## src/rtl/vga_timing_gen.sv

```systemverilog
// vga_timing_gen: VGA raster timing generator.
// Stage 1 presents the pixel coordinate (x, y) being requested. Stage 2 turns
// the previous coordinate into registered HS/VS/de and colour, one pixel tick later.
// Optional feature: define VGA_TEST_PATTERN_EN to compile in an 8-bar colour
// pattern, selected at run time by pattern_sel.
module vga_timing_gen #(
  parameter int H_ACTIVE = 640,
  parameter int H_FP     = 16,
  parameter int H_SYNC   = 96,
  parameter int H_BP     = 48,
  parameter int V_ACTIVE = 480,
  parameter int V_FP     = 10,
  parameter int V_SYNC   = 2,
  parameter int V_BP     = 33,
  parameter int HS_POL   = 0,
  parameter int VS_POL   = 0,
  parameter int CLK_DIV  = 2,
  parameter int CNT_W    = 11
) (
  input  logic             clk,
  input  logic             rst,
  input  logic [2:0]       pix_r,
  input  logic [2:0]       pix_g,
  input  logic [1:0]       pix_b,
  input  logic             pattern_sel,
  output logic [CNT_W-1:0] x,
  output logic [CNT_W-1:0] y,
  output logic             pix_ce,
  output logic [2:0]       R,
  output logic [2:0]       G,
  output logic [1:0]       B,
  output logic             HS,
  output logic             VS,
  output logic             de,
  output logic             frame_start
);

  localparam int H_TOTAL = H_ACTIVE + H_FP + H_SYNC + H_BP;
  localparam int V_TOTAL = V_ACTIVE + V_FP + V_SYNC + V_BP;

  localparam logic [CNT_W-1:0] H_LAST   = CNT_W'(H_TOTAL - 1);
  localparam logic [CNT_W-1:0] V_LAST   = CNT_W'(V_TOTAL - 1);
  localparam logic [CNT_W-1:0] H_ACT_C  = CNT_W'(H_ACTIVE);
  localparam logic [CNT_W-1:0] V_ACT_C  = CNT_W'(V_ACTIVE);
  localparam logic [CNT_W-1:0] HS_FIRST = CNT_W'(H_ACTIVE + H_FP);
  localparam logic [CNT_W-1:0] HS_LAST  = CNT_W'(H_ACTIVE + H_FP + H_SYNC - 1);
  localparam logic [CNT_W-1:0] VS_FIRST = CNT_W'(V_ACTIVE + V_FP);
  localparam logic [CNT_W-1:0] VS_LAST  = CNT_W'(V_ACTIVE + V_FP + V_SYNC - 1);
  localparam logic [CNT_W-1:0] CNT_ONE  = CNT_W'(1);

  // CLK_DIV is at most 16, so a 4-bit divider covers 0..15.
  localparam logic [3:0] DIV_LAST = 4'(CLK_DIV - 1);
  localparam logic       HS_ON    = 1'(HS_POL);
  localparam logic       VS_ON    = 1'(VS_POL);

`ifdef VGA_TEST_PATTERN_EN
  // Colour bar k = (x*8)/H_ACTIVE: R from k[2], G from k[1], B from k[0].
  function automatic logic [7:0] bar_colour(input logic [CNT_W-1:0] xc);
    logic [CNT_W+2:0] scaled;
    logic [2:0]       k;
    scaled = {xc, 3'b000};
    k      = 3'(scaled / (CNT_W+3)'(H_ACTIVE));
    return {k[2] ? 3'b111 : 3'b000, k[1] ? 3'b111 : 3'b000, k[0] ? 2'b11 : 2'b00};
  endfunction
`endif

  logic [3:0]       div_cnt;
  logic [CNT_W-1:0] x_p1;
  logic [CNT_W-1:0] y_p1;
  logic             vld_p1;
  logic             hs_act_p1;
  logic             vs_act_p1;
  logic             de_nxt_p1;
  logic [7:0]       src_p1;
  logic [2:0]       r_p2;
  logic [2:0]       g_p2;
  logic [1:0]       b_p2;
  logic             hs_p2;
  logic             vs_p2;
  logic             de_p2;
  logic             fs_p2;

  // Pixel-tick divider; pix_ce is registered so it stays low throughout reset
  // and first rises CLK_DIV clocks after release.
  always_ff @(posedge clk or negedge rst) begin
    if (!rst) begin
      div_cnt <= '0;
      pix_ce  <= 1'b0;
    end else begin
      pix_ce <= (div_cnt == DIV_LAST);
      if (div_cnt == DIV_LAST) div_cnt <= '0;
      else                     div_cnt <= div_cnt + 4'd1;
    end
  end

  // ---- stage 1: raster coordinate counters ----
  assign vld_p1 = pix_ce;

  // Advance x each pixel tick; y advances (and both wrap) at end of line.
  always_ff @(posedge clk or negedge rst) begin
    if (!rst) begin
      x_p1 <= '0;
      y_p1 <= '0;
    end else if (vld_p1) begin
      if (x_p1 == H_LAST) begin
        x_p1 <= '0;
        y_p1 <= (y_p1 == V_LAST) ? '0 : y_p1 + CNT_ONE;
      end else begin
        x_p1 <= x_p1 + CNT_ONE;
      end
    end
  end

`ifndef VGA_TEST_PATTERN_EN
  // Without the pattern source the select input has no effect.
  logic unused_pattern_sel;
  assign unused_pattern_sel = pattern_sel;
`endif

  // Decode sync/blanking for the current coordinate and pick the colour source.
  always_comb begin
    hs_act_p1 = (x_p1 >= HS_FIRST) && (x_p1 <= HS_LAST);
    vs_act_p1 = (y_p1 >= VS_FIRST) && (y_p1 <= VS_LAST);
    de_nxt_p1 = (x_p1 < H_ACT_C) && (y_p1 < V_ACT_C);
    src_p1    = {pix_r, pix_g, pix_b};
`ifdef VGA_TEST_PATTERN_EN
    if (pattern_sel) src_p1 = bar_colour(x_p1);
`endif
  end

  // ---- stage 2: registered video outputs ----
  // Capture the stage-1 decode on each pixel tick; colour is blanked outside de.
  always_ff @(posedge clk or negedge rst) begin
    if (!rst) begin
      r_p2  <= '0;
      g_p2  <= '0;
      b_p2  <= '0;
      hs_p2 <= ~HS_ON;
      vs_p2 <= ~VS_ON;
      de_p2 <= 1'b0;
      fs_p2 <= 1'b0;
    end else begin
      fs_p2 <= vld_p1 && (x_p1 == '0) && (y_p1 == '0);
      if (vld_p1) begin
        hs_p2 <= hs_act_p1 ? HS_ON : ~HS_ON;
        vs_p2 <= vs_act_p1 ? VS_ON : ~VS_ON;
        de_p2 <= de_nxt_p1;
        {r_p2, g_p2, b_p2} <= de_nxt_p1 ? src_p1 : 8'd0;
      end
    end
  end

  assign x           = x_p1;
  assign y           = y_p1;
  assign R           = r_p2;
  assign G           = g_p2;
  assign B           = b_p2;
  assign HS          = hs_p2;
  assign VS          = vs_p2;
  assign de          = de_p2;
  assign frame_start = fs_p2;

endmodule

```

## config.mk

```make
export PLATFORM = sky130hd
export DESIGN_NAME = vga_timing_gen
export DESIGN_NICKNAME = d
export VERILOG_FILES = /design/src/rtl/vga_timing_gen.sv
export SDC_FILE = /design/constraint.sdc
export NUM_CORES = 1
export LEC_CHECK = 0
export ABC_AREA = 1
export BUFFER_PORTS_ARGS = -buffer_cell sky130_fd_sc_hd__buf_4
export CAP_MARGIN = 10
export CORE_MARGIN = 2
export CORE_UTILIZATION = 54
export CTS_CLUSTER_DIAMETER = 60
export CTS_CLUSTER_SIZE = 24
export DETAILED_ROUTE_END_ITERATION = 8
export PLACE_DENSITY = 0.81
export SLEW_MARGIN = 20
export SYNTH_ARGS = -nofsm -noshare
export SYNTH_HDL_FRONTEND = slang
export SYNTH_SLANG_ARGS = --single-unit
```

## constraint.sdc

```tcl
create_clock -name clk -period 2 [get_ports clk]
set_clock_uncertainty 0.15 [all_clocks]
set_input_delay 0.3 -clock clk [delete_from_list [all_inputs] [get_ports clk]]
set_output_delay 0.3 -clock clk [all_outputs]
set_load 0.05 [all_outputs]
```

==> flow_metrics.py <==
metrics = {
    "place": {
        "dp_hpwl_microns": 3090,
        "port_buffers": 44,
        "routabilityCongestion": 0.874,
    },
    "yosys": {
        "yosysWarnings": 0,
        "synth-main-ff-cell": "dfrtp_1",
        "ys_seq_elements": 39,
        "synth_cell_types": 27,
        "avgSynthCellArea_sq_um": 7.87,
        "async_flop_share_pct": 100,
        "synth_cells": 263,
        "ys_seq_area_share_pct": 47.3,
        "syn-cell-area_sq_mm": 0.00207,
        "synth_edf_count": 0,
        "synth_nets": 279,
    },
    "final_layout": {
        "final_core_util_pct": 69.9,
        "nFillCells": 314,
        "drive_above_1_share_pct": 22.3,
        "synthToLayoutAreaGrowth_pct": 23.7,
        "antenna_cells": 0,
        "nets": 329,
    },
    "sta": {
        "hold_viol": 0,
        "timing.fmax_ghz": 0.578,
        "slew_headroom_pct": 68.3,
        "final.setup.tns_ns": 0,
        "drv_slew": 0,
        "finalSetupViolCount": 0,
        "fin_crit_sh_pct": 86.5,
        "rsz0062_at_grt": "false",
        "tightest_slew_ns": 0.475,
        "finalCriticalPeriod_ns": 1.73,
    },
    "drt": {
        "ant_nets": 0,
        "initialDrtViolationCount": 91,
        "wire_per_inst_microns": 11.7,
        "vias": 1832,
        "wl_microns": 4240,
        "dr.pass1.iters": 4,
        "drt-vias-per-instance": 5.06,
        "route.detailed.drc": 0,
    },
    "setup_path": {
        "arrival_ns": 1.81,
        "rr_worst_depth": 7,
        "worstPathMaxFanout": 18,
        "cp-endpoint": "y[3]$_DFFE_PN0P_",
        "startpoint_type": "flip-flop",
        "critical_path_class": "flip-flop to flip-flop",
        "cp_data_required_time_ns": 2.08,
        "r2r-start": "x[1]$_DFFE_PN0P_",
        "end_kind": "flip-flop",
        "r2r-end": "y[3]$_DFFE_PN0P_",
        "crit_start": "x[1]$_DFFE_PN0P_",
        "ff2ff_setup_slack_ns": 0.27,
    },
    "floorplanning": {
        "die_area_sq_mm": 0.00434,
        "std_cell_rows": 22,
        "start_util_pct": 56.5,
        "die_y_microns": 65.9,
        "core_region_area_sq_mm": 0.00366,
        "io_pins": 46,
        "die_w_microns": 65.9,
    },
    "power": {
        "vdd_drop_max_mv": 0.483,
        "leakage_nw": 1.34,
        "finalPower_mw": 1.45,
        "powerDensity_mw_per_mm2": 568,
    },
    "clocking": {
        "cts_buffers": 5,
        "cts_resized": 0,
        "cts_tree": "done",
        "path_clk_slew_ns": 0.07,
        "clock_latency_ns": 0.29,
        "root_buffer": "clkbuf_8",
        "cts_sinks": 39,
        "cts_htree_levels": 2,
        "cts_buffer_depth": 2,
    },
    "grt": {
        "grt_max_degree": 40,
        "antenna_found_initial": 0,
        "grt_pass1_wl_microns": 7170,
        "grt-ovfl-total": 0,
        "grt_pass1_vias": 1623,
        "track_usage_pct": 21.9,
    },
    "status": {
        "outcome": "complete, no violations",
    },
    "worst_hold_path": {
        "hold_path_class": "input pin to flip-flop",
    },
    "job": {
        "drv_cap": 0,
    },
}
-- layout by cell type (no fill, tap or decap), drive strengths merged, types with 2 or more instances in the layout --
master / count
a21oi: 7
buf: 46
clkbuf: 8
dfrtp: 37
dfstp: 2
ha: 5
inv: 33
nand2: 78
nand3: 30
nand3b: 2
nand4: 7
nor2: 27
nor3: 7
o21ai: 10
or2: 2
xor2: 8
-- per-layer routing --
| metal | vias up | part of all wire (%) | global-route usage [%] |
|---|---|---|---|
| met2 | 55 | 47 | 35.2 |
| met5 | - | 0 | 0 |
| met3 | 7 | 5.7 | 6.47 |
| met1 | 831 | 46 | 27.6 |
| met4 | 0 | 1.5 | 8.85 |
| li1 | 939 | - | - |
-- repair_timing --
item | 4_1_cts | 5_1_grt
buffers inserted | 0 | 0
hold buffers | 1 | 0
endpoints found under the hold margin | 37 | 0
-- synthesized netlist by cell type, types with 2 or more instances --
cell	count	area, sq um
o21ai_0	10	50.1
dfstp_2	2	52.6
nand3_1	30	150
ha_1	5	62.6
dfrtp_1	37	926
or2_2	2	12.5
nand4_1	6	37.5
nand2_1	77	289
xor2_1	8	70.1
a21oi_1	7	35.0
buf_2	2	10.0
inv_1	31	116
nor2_2	6	37.5
nand3b_1	2	15.0
nor3_1	6	30.0
nor2_1	20	75.1
inv_2	2	7.51
-- critical path: stages (launching register included) --
cell and delay [ns]:
dfrtp_1 0.39, ha_1 0.21, inv_1 0.06, nor2_2 0.17, nand4_4 0.28, clkinv_2 0.23, nand3b_1 0.10, nand2_1 0.07
-- kinds of logic after synthesis --
group                      after synthesis  synth area share [%]
and+or+nand+nor                        154                  33.9
DFF                                     39                  47.3
buffers and inverters                   38                  7.44
AOI/OAI and AO/OA                       19                  4.96
xor gates and xnor gates                 8                  3.39
adders and majority gates                5                  3.02
-- cell type report --
| class | count | area [sq um] | area share, % |
|---|---|---|---|
| Timing Repair Buffer | 47 | 355 | 13.9 |
| Inverter | 34 | 129 | 5.03 |
| Clock buffer | 8 | 100 | 3.91 |
| Sequential cell | 39 | 978 | 38.2 |
| Multi-Input combinational cell | 186 | 937 | 36.6 |
| Tap cell | 48 | 60.1 | 2.35 |
-- worst min path at each step --
stage	from	end	slack, ns	cells past startpoint
6_report	pix_r[2]	R[2]$_DFFE_PN0P_	0.08	3
5_1_grt	pix_g[2]	G[2]$_DFFE_PN0P_	0.08	3
4_1_cts	pix_r[2]	R[2]$_DFFE_PN0P_	0.07	3
3_5_place_dp	rst	R[0]$_DFFE_PN0P_	0.14	1
3_3_place_gp	rst	R[1]$_DFFE_PN0P_	0.14	1
2_1_floorplan	rst	B[0]$_DFFE_PN0P_	-0.15	0
-- report_power, final --
part / switching (mW) / leakage (nW) / internal, mW
Sequential: 0.00478 / 0.500 / 0.797
Combinational: 0.0535 / 0.788 / 0.0264
Clock: 0.258 / 0.0515 / 0.314
-- sequential cells by signal, indices dropped and copies added, names as in the netlist, 2 cells and up --
signal,cells
B,2
y,11
x,11
R,3
div_cnt,4
G,3
-- through the flow --
step | cell area, sq um | instances | worst slack [ns] | hold slack, ns
final | 2560 | 362 | 0.270 | 0.0818
after global routing | 2560 | 362 | 0.0774 | 0.0757
after CTS | 2560 | 362 | 0.257 | 0.0734
after detailed placement | 2450 | 353 | 0.271 | 0.144
after global placement | 2450 | 353 | 0.312 | 0.144
after floorplan | 2070 | 263 | 0.161 | -0.146
Power figures use the tool's default switching activity.
